--- src/rtl/word_packer.sv ---
// Packs PACK consecutive words from the registered-read FIFO into one wide valid/ready beat.
// Define WORD_PACKER_FLUSH_EN to compile in partial-beat flush support.
module word_packer #(
    parameter int DATAWIDTH = 16,
    parameter int PACK      = 4
) (
    input  logic                      CLK,
    input  logic                      nRST,
    input  logic                      fifo_empty,
    input  logic [DATAWIDTH-1:0]      fifo_dout,
    output logic                      fifo_shift,
    input  logic                      flush,
    output logic                      out_valid,
    input  logic                      out_ready,
    output logic [PACK*DATAWIDTH-1:0] out_data,
    output logic [$clog2(PACK):0]     out_words
);

    localparam int CW = $clog2(PACK) + 1;
    localparam logic [CW-1:0] PACK_N = CW'(PACK);
    localparam logic [CW-1:0] ZERO_N = '0;

    if (PACK < 2) begin : g_pack_check
        $error("word_packer: PACK must be at least 2");
    end

    typedef enum logic {
        EMPTY,
        FULL
    } out_state_t;

    out_state_t state;
    out_state_t state_next;

    logic [CW-1:0]                    issued;
    logic [CW-1:0]                    recv;
    logic                             pop_d;
    logic                             flush_pend;
    logic [PACK-1:0][DATAWIDTH-1:0]   asm_lanes;

    logic pop;
    logic complete;
    logic drained;
    logic can_load;
    logic flush_load;
    logic load;

    always_comb begin
        fifo_shift = nRST & ~fifo_empty & (issued < PACK_N) & ~flush_pend;
        pop        = fifo_shift;
        complete   = (recv == PACK_N);
        drained    = (issued == recv);
        can_load   = ~out_valid | out_ready;
        // A pending flush may only emit once every issued pop has landed.
        flush_load = flush_pend & drained & (recv != ZERO_N);
        load       = (complete | flush_load) & can_load;
    end

`ifdef WORD_PACKER_FLUSH_EN
    logic flush_idle;

    always_comb begin
        flush_idle = flush_pend & drained & (recv == ZERO_N);
    end

    // Further flush requests while one is pending are absorbed.
    always_ff @(posedge CLK) begin
        if (!nRST) begin
            flush_pend <= 1'b0;
        end else if (flush_pend) begin
            if (flush_idle || (flush_load && can_load)) begin
                flush_pend <= 1'b0;
            end
        end else if (flush) begin
            flush_pend <= 1'b1;
        end
    end
`else
    logic unused_flush;

    assign flush_pend   = 1'b0;
    assign unused_flush = flush;
`endif

    // The FIFO presents a popped word one cycle later, so landing follows pop_d.
    always_ff @(posedge CLK) begin
        if (!nRST) begin
            issued    <= '0;
            recv      <= '0;
            pop_d     <= 1'b0;
            asm_lanes <= '0;
        end else begin
            pop_d <= pop & ~fifo_empty;
            if (load) begin
                issued    <= '0;
                recv      <= '0;
                asm_lanes <= '0;
            end else begin
                if (pop) begin
                    issued <= issued + 1'b1;
                end
                if (pop_d) begin
                    recv <= recv + 1'b1;
                    for (int i = 0; i < PACK; i++) begin
                        if (recv == CW'(i)) begin
                            asm_lanes[i] <= fifo_dout;
                        end
                    end
                end
            end
        end
    end

    always_ff @(posedge CLK) begin
        if (!nRST) begin
            out_data  <= '0;
            out_words <= '0;
        end else if (load) begin
            out_data  <= asm_lanes;
            out_words <= recv;
        end
    end

    always_ff @(posedge CLK) begin
        if (!nRST) begin
            state <= EMPTY;
        end else begin
            state <= state_next;
        end
    end

    // Accepting a beat while loading another keeps the output register full.
    always_comb begin
        state_next = state;
        case (state)
            EMPTY: begin
                if (load) begin
                    state_next = FULL;
                end
            end
            FULL: begin
                if (out_ready && !load) begin
                    state_next = EMPTY;
                end
            end
            default: state_next = EMPTY;
        endcase
    end

    always_comb begin
        out_valid = (state == FULL);
    end

endmodule
--- config.mk ---
export PLATFORM = sky130hd
export DESIGN_NAME = word_packer
export DESIGN_NICKNAME = d
export VERILOG_FILES = /design/src/rtl/word_packer.sv
export SDC_FILE = /design/constraint.sdc
export NUM_CORES = 1
export LEC_CHECK = 0
export ABC_AREA = 1
export CAP_MARGIN = 20
export CORE_MARGIN = 2
export CORE_UTILIZATION = 53
export DETAILED_ROUTE_END_ITERATION = 6
export PLACE_DENSITY = 0.83
export SETUP_SLACK_MARGIN = 0.5
export SYNTH_ARGS = -nofsm -noshare
export SYNTH_HDL_FRONTEND = slang
export SYNTH_SLANG_ARGS = --single-unit
--- constraint.sdc ---
create_clock -name CLK -period 1.9 [get_ports CLK]
set_input_delay 0.285 -clock CLK [delete_from_list [all_inputs] [get_ports CLK]]
set_output_delay 0.285 -clock CLK [all_outputs]
set_load 0.01 [all_outputs]
## Word-level counts from Yosys, hierarchy flattened

Cells that the tools add are included.

| storage, ports and cells | value |
|---|---|
| bits in registers | 139 |
| output and inout bits | 69 |

| cells by class | value |
|---|---|
| bitwise gates (word level) | 8 |
| eq/ne operators | 4 |
| reductions and logical operators | 8 |
| $add $sub $neg | 2 |
| order comparisons | 1 |
| mux-type cells | 3 |

Operator list:

| operator | number |
|---|---|
| AND reduction 2 bit | 4 |
| adder 3 x 1 -> 3 bit (second input constant) | 2 |
| equality test 3 x 2 -> 1 bit (second input constant) | 2 |
| bitwise AND 1 bit | 4 |
| equality test 3 x 1 -> 1 bit (second input constant) | 1 |
| equality test 3 bit (second input constant) | 1 |
| logical NOT 3 bit | 1 |
| < comparator 3 bit (second input constant) | 1 |
| NOT 1 bit | 3 |
| two-way mux 1 bit | 2 |
| case mux 1 bit (2 select lines) | 1 |
| OR reduction 2 bit | 1 |
| logical AND 1 bit | 1 |
| logical NOT 1 bit | 1 |
| bitwise OR 1 bit | 1 |

## Logic depth before layout (Yosys ltp)

| logic depth | value |
|---|---|
| word-level depth | 7 |
| mapped depth | 11 |

## Least setup slack after synthesis

Ideal clock, no wire load.

| timing | value |
|---|---|
| path type | register -> register |
| from | register recv[2] |
| to | register asm_lanes[53] (netlist name) |
| library setup time | 70 ps |
| slack | 297 ps |
| path buffers | 3 |
| arrival | 1533 ps |
| cell stages (with the launch flop) | 8 |
| path through | dfxtp_1 inv_1 clkbuf_1 ha_1 buf_2 clkbuf_1 nand3_1 a21oi_1 |

| between the ends | value |
|---|---|
| cells in the longest elaborated chain, start to end | 3 |

RTL lines:

| element | RTL line | text |
|---|---|---|
| from (decl) | 36 | `logic [CW-1:0] recv;` |
| from (signal assigned) | 103 | `recv <= recv + 1'b1;` |
| equality test 3 bit | 51 | `complete = (recv == PACK_N);` |
| bitwise AND 1 bit | 56 | `load = (complete \| flush_load) & can_load;` |
| OR reduction 2 bit (no line) | -- |  |
| to (signal, indexed assignment) | 106 | `asm_lanes[i] <= fifo_dout;` |
| to (decl) | 39 | `logic [PACK-1:0][DATAWIDTH-1:0] asm_lanes;` |

Several ways; a longest one is shown, not always the timed one.
A chain may end at the register's enable or synchronous reset.

## Worst setup path after layout

| timing | value |
|---|---|
| from | register recv[1] |
| to | register asm_lanes[20] (netlist name) |

Same word-level chain as after synthesis.

==> results.toml <==
[floorplanning]
dieWidth_um = 106.2
initial_utilization_pct = 54.15
num_io_pins = 90
num_rows = 37
dieArea_sq_um = 11290
coreArea_sq_um = 10230
die_y_um = 106.2

[clock_network]
cts-root-buf = "clkbuf_8"
clk_pin_slew_ns = 0.06
cts_tree = "built"
clk_path_buf_depth = 2
cts.sinks = 139
htree_levels = 4
numCtsBuffers = 17
insertion_delay_ns = 0.53

[placed_design]
gp_congestion = 0.8301
dp_cells = 888
io_buffers = 88
place_area_sq_um = 6457
hpwl_um = 8577
dp_slack_ns = 0.1306

[global_routing]
grt_pass1_vias = 4747
overflow = 0
antenna_found_initial = 0
grt_max_degree = 67
grt_use_total_pct = 26.44
grt_pass1_wl_um = 23280

[timing]
final_hold_viol_count = 0
min_period_ns = 1.532
finalSetupViolCount = 0
fmax_mhz = 652.9
drv_slew = 0
worst_slew_pin_slew_ns = 0.4663
tns_ns = 0
fin_worst_skew_ns = 0.007446
period_share_pct = 80.62
fin_ws_ns = 0.3683
relSlewSlack_pct = 68.82
rsz0062_at_grt = "yes"

[routing]
first_pass_iters = 7
ant_nets = 0
avgRoutedWirePerCell_um = 19.86
drc_errors = 3
dr.first_iter.drc_count = 726
vias = 5697
wl_um = 18810
viasPerCell = 6.016

[synthesis]
ys_top_cells_by_count = "139 x dfxtp_1, 139 x nand2_1, 138 x nor2_1"
synth_ff_type = "dfxtp_1"
syn-num-nets = 733
synth_xor_area_share_pct = 0
ys_async_sr_fraction_pct = 0
yosys_warnings = 0
ys_ff_latch = 139
synth-edff-count = 0
synthAdderAreaFrac_pct = 1.355
syn_area_per_cell_sq_um = 7.847
synth.mux.area_fraction_pct = 0
synth_area_sq_um = 5540
yosys.area.top_type_share_pct = 50.23
synthSimpleGateAreaFrac_pct = 35.34
yosysUniqueCellTypes = 19
synth_top_family_by_area = "simple AND/OR/NAND/NOR gates"
syn_inst = 706
synth_area_leaders = "dfxtp_1 50%, nand2_1 9.4%, nor2_1 9.3%, nand3b_1 8.5%, a21oi_1 6.2%"
ys_seq_area_share_pct = 50.23
synth_compound_area_share_pct = 6.323
synth_top_cell_by_area = "dfxtp_1"

[critical_path]
crit_path_end = "asm_lanes[20]"
path_cells = "inv_4 > ha_4 > nand2_4 > inv_8 > nand2_8 > nand2_8 > clkbuf_16 > a21oi_1"
cp.depth = 8
crit_path_max_fanout = 16
crit_arrival_ns = 1.97
crit_slowest_cell = "dfxtp_2"
critPathTopFamily = "flip-flops"
crit_type = "flip-flop to flip-flop"
r2r-end = "asm_lanes[20]"
r2r_cells = 8
rr_startpoint = "recv[1]"
crit_buf_inv = 3
cpMostUsedCell = "nand2_8"
reg2reg_slack_ns = 0.37
cp.required_ns = 2.34
critPathLaunchType = "flip-flop"
startpoint = "recv[1]"
end_kind = "flip-flop"
cpPeakStageDelay_ns = 0.38

[final_layout]
nNetsFinal = 825
area_growth_syn_to_layout_pct = 34.58
diodes = 0
finalInstanceArea_sq_um = 7456
drive_above_1_share_pct = 28.61
layout.cells.non_filler = 947

[flow_run]
maxCapViolations = 0

[power]
power_mw = 6.680
p_leak_nw = 2.982
ir_drop_mv = 0.5532
cellPowerDensity_nw_per_um2 = 895.9

[status]
violations = "DRC"
status = "finished, violations left"

[min_path]
hold_path_class = "input port to flip-flop"
-- through the flow --
step	hold slack [ns]	utilization (%)
3_3_place_gp	0.4448	63.12
4_1_cts	0.1109	69.96
6_report	0.1424	72.88
5_1_grt	0.1316	72.88
2_1_floorplan	0.4338	-
3_5_place_dp	0.4482	63.12
-- cell type report --
type                    instances  area [sq um]
multi-input cells             493          2611
fillers                       707          2775
well taps                     136         170.2
clock inverters                 8         115.1
flip-flops and latches        139          2821
repair buffers                132          1181
clock buffers                  24         470.5
repair inverters                1         8.758
inverters                      14         77.57
-- worst reg2reg max path: cells and delay by family (launching register included) --
family | cells | cell delay, ns
and+or+nand+nor | 3 | 0.33
buffers and inverters | 3 | 0.35
AOI/OAI and AO/OA | 1 | 0.21
adders and majority gates | 1 | 0.16
DFF | 1 | 0.38
-- state kept, by name, indices dropped and copies added (netlist names) --
signal     cells
asm_lanes     64
out_data      64
out_words      3
issued         3
recv           3
out_valid      1
pop_d          1
-- cells in the final DEF (no fill, tap or decap), types with 6 or more instances in the layout --
cell / n
buf_4: 23
clkbuf_2: 44
nor2_2: 37
dfxtp_2: 22
nor2_1: 98
clkdlybuf4s50_1: 18
nand2_1: 136
nand4_1: 49
buf_2: 20
buf_6: 7
nand3b_1: 63
clkbuf_16: 26
a21oi_2: 6
a21oi_1: 63
nand3_1: 21
inv_1: 7
dfxtp_1: 114
-- routing by layer --
layer	wire length, um	up-vias	track usage (%)
met4	1309	0	14.29
met2	8596	426	43.04
met5	0	-	0
met3	2204	109	7.480
met1	6695	2629	31.57
li1	-	2533	-
-- cell families (layout without fill, tap and decap cells) --
logic type,after synthesis,after routing
flops,139,139
buf+inv,75,179
fa+ha+maj,6,6
compound gates,70,70
simple gates,416,417
-- worst min path at each step --
stage | cells past startpoint | start | slack [ns] | to
after floorplan | 2 | asm_lanes[53] | 0.43 | asm_lanes[53]
after global placement | 2 | asm_lanes[53] | 0.44 | asm_lanes[53]
after detailed placement | 2 | asm_lanes[46] | 0.45 | asm_lanes[46]
after CTS | 4 | nRST | 0.11 | pop_d
after global routing | 4 | nRST | 0.13 | pop_d
final | 4 | nRST | 0.14 | pop_d
-- power breakdown --
part,switching (mW),internal [mW]
clock,1.19,2.09
sequential,0.0305,2.95
combinational,0.254,0.157
-- what timing repair did --
item / 4_1_cts / 5_1_grt
pin swaps: 0 / 2
endpoints found under the setup margin: 203 / 203
cloned: 2 / 16
setup buffers: 1 / 8
hold buffers: 0 / 0
hold endpoints to repair: 0 / 0
resized for setup: 175 / 157
Power figures use the tool's default switching activity.
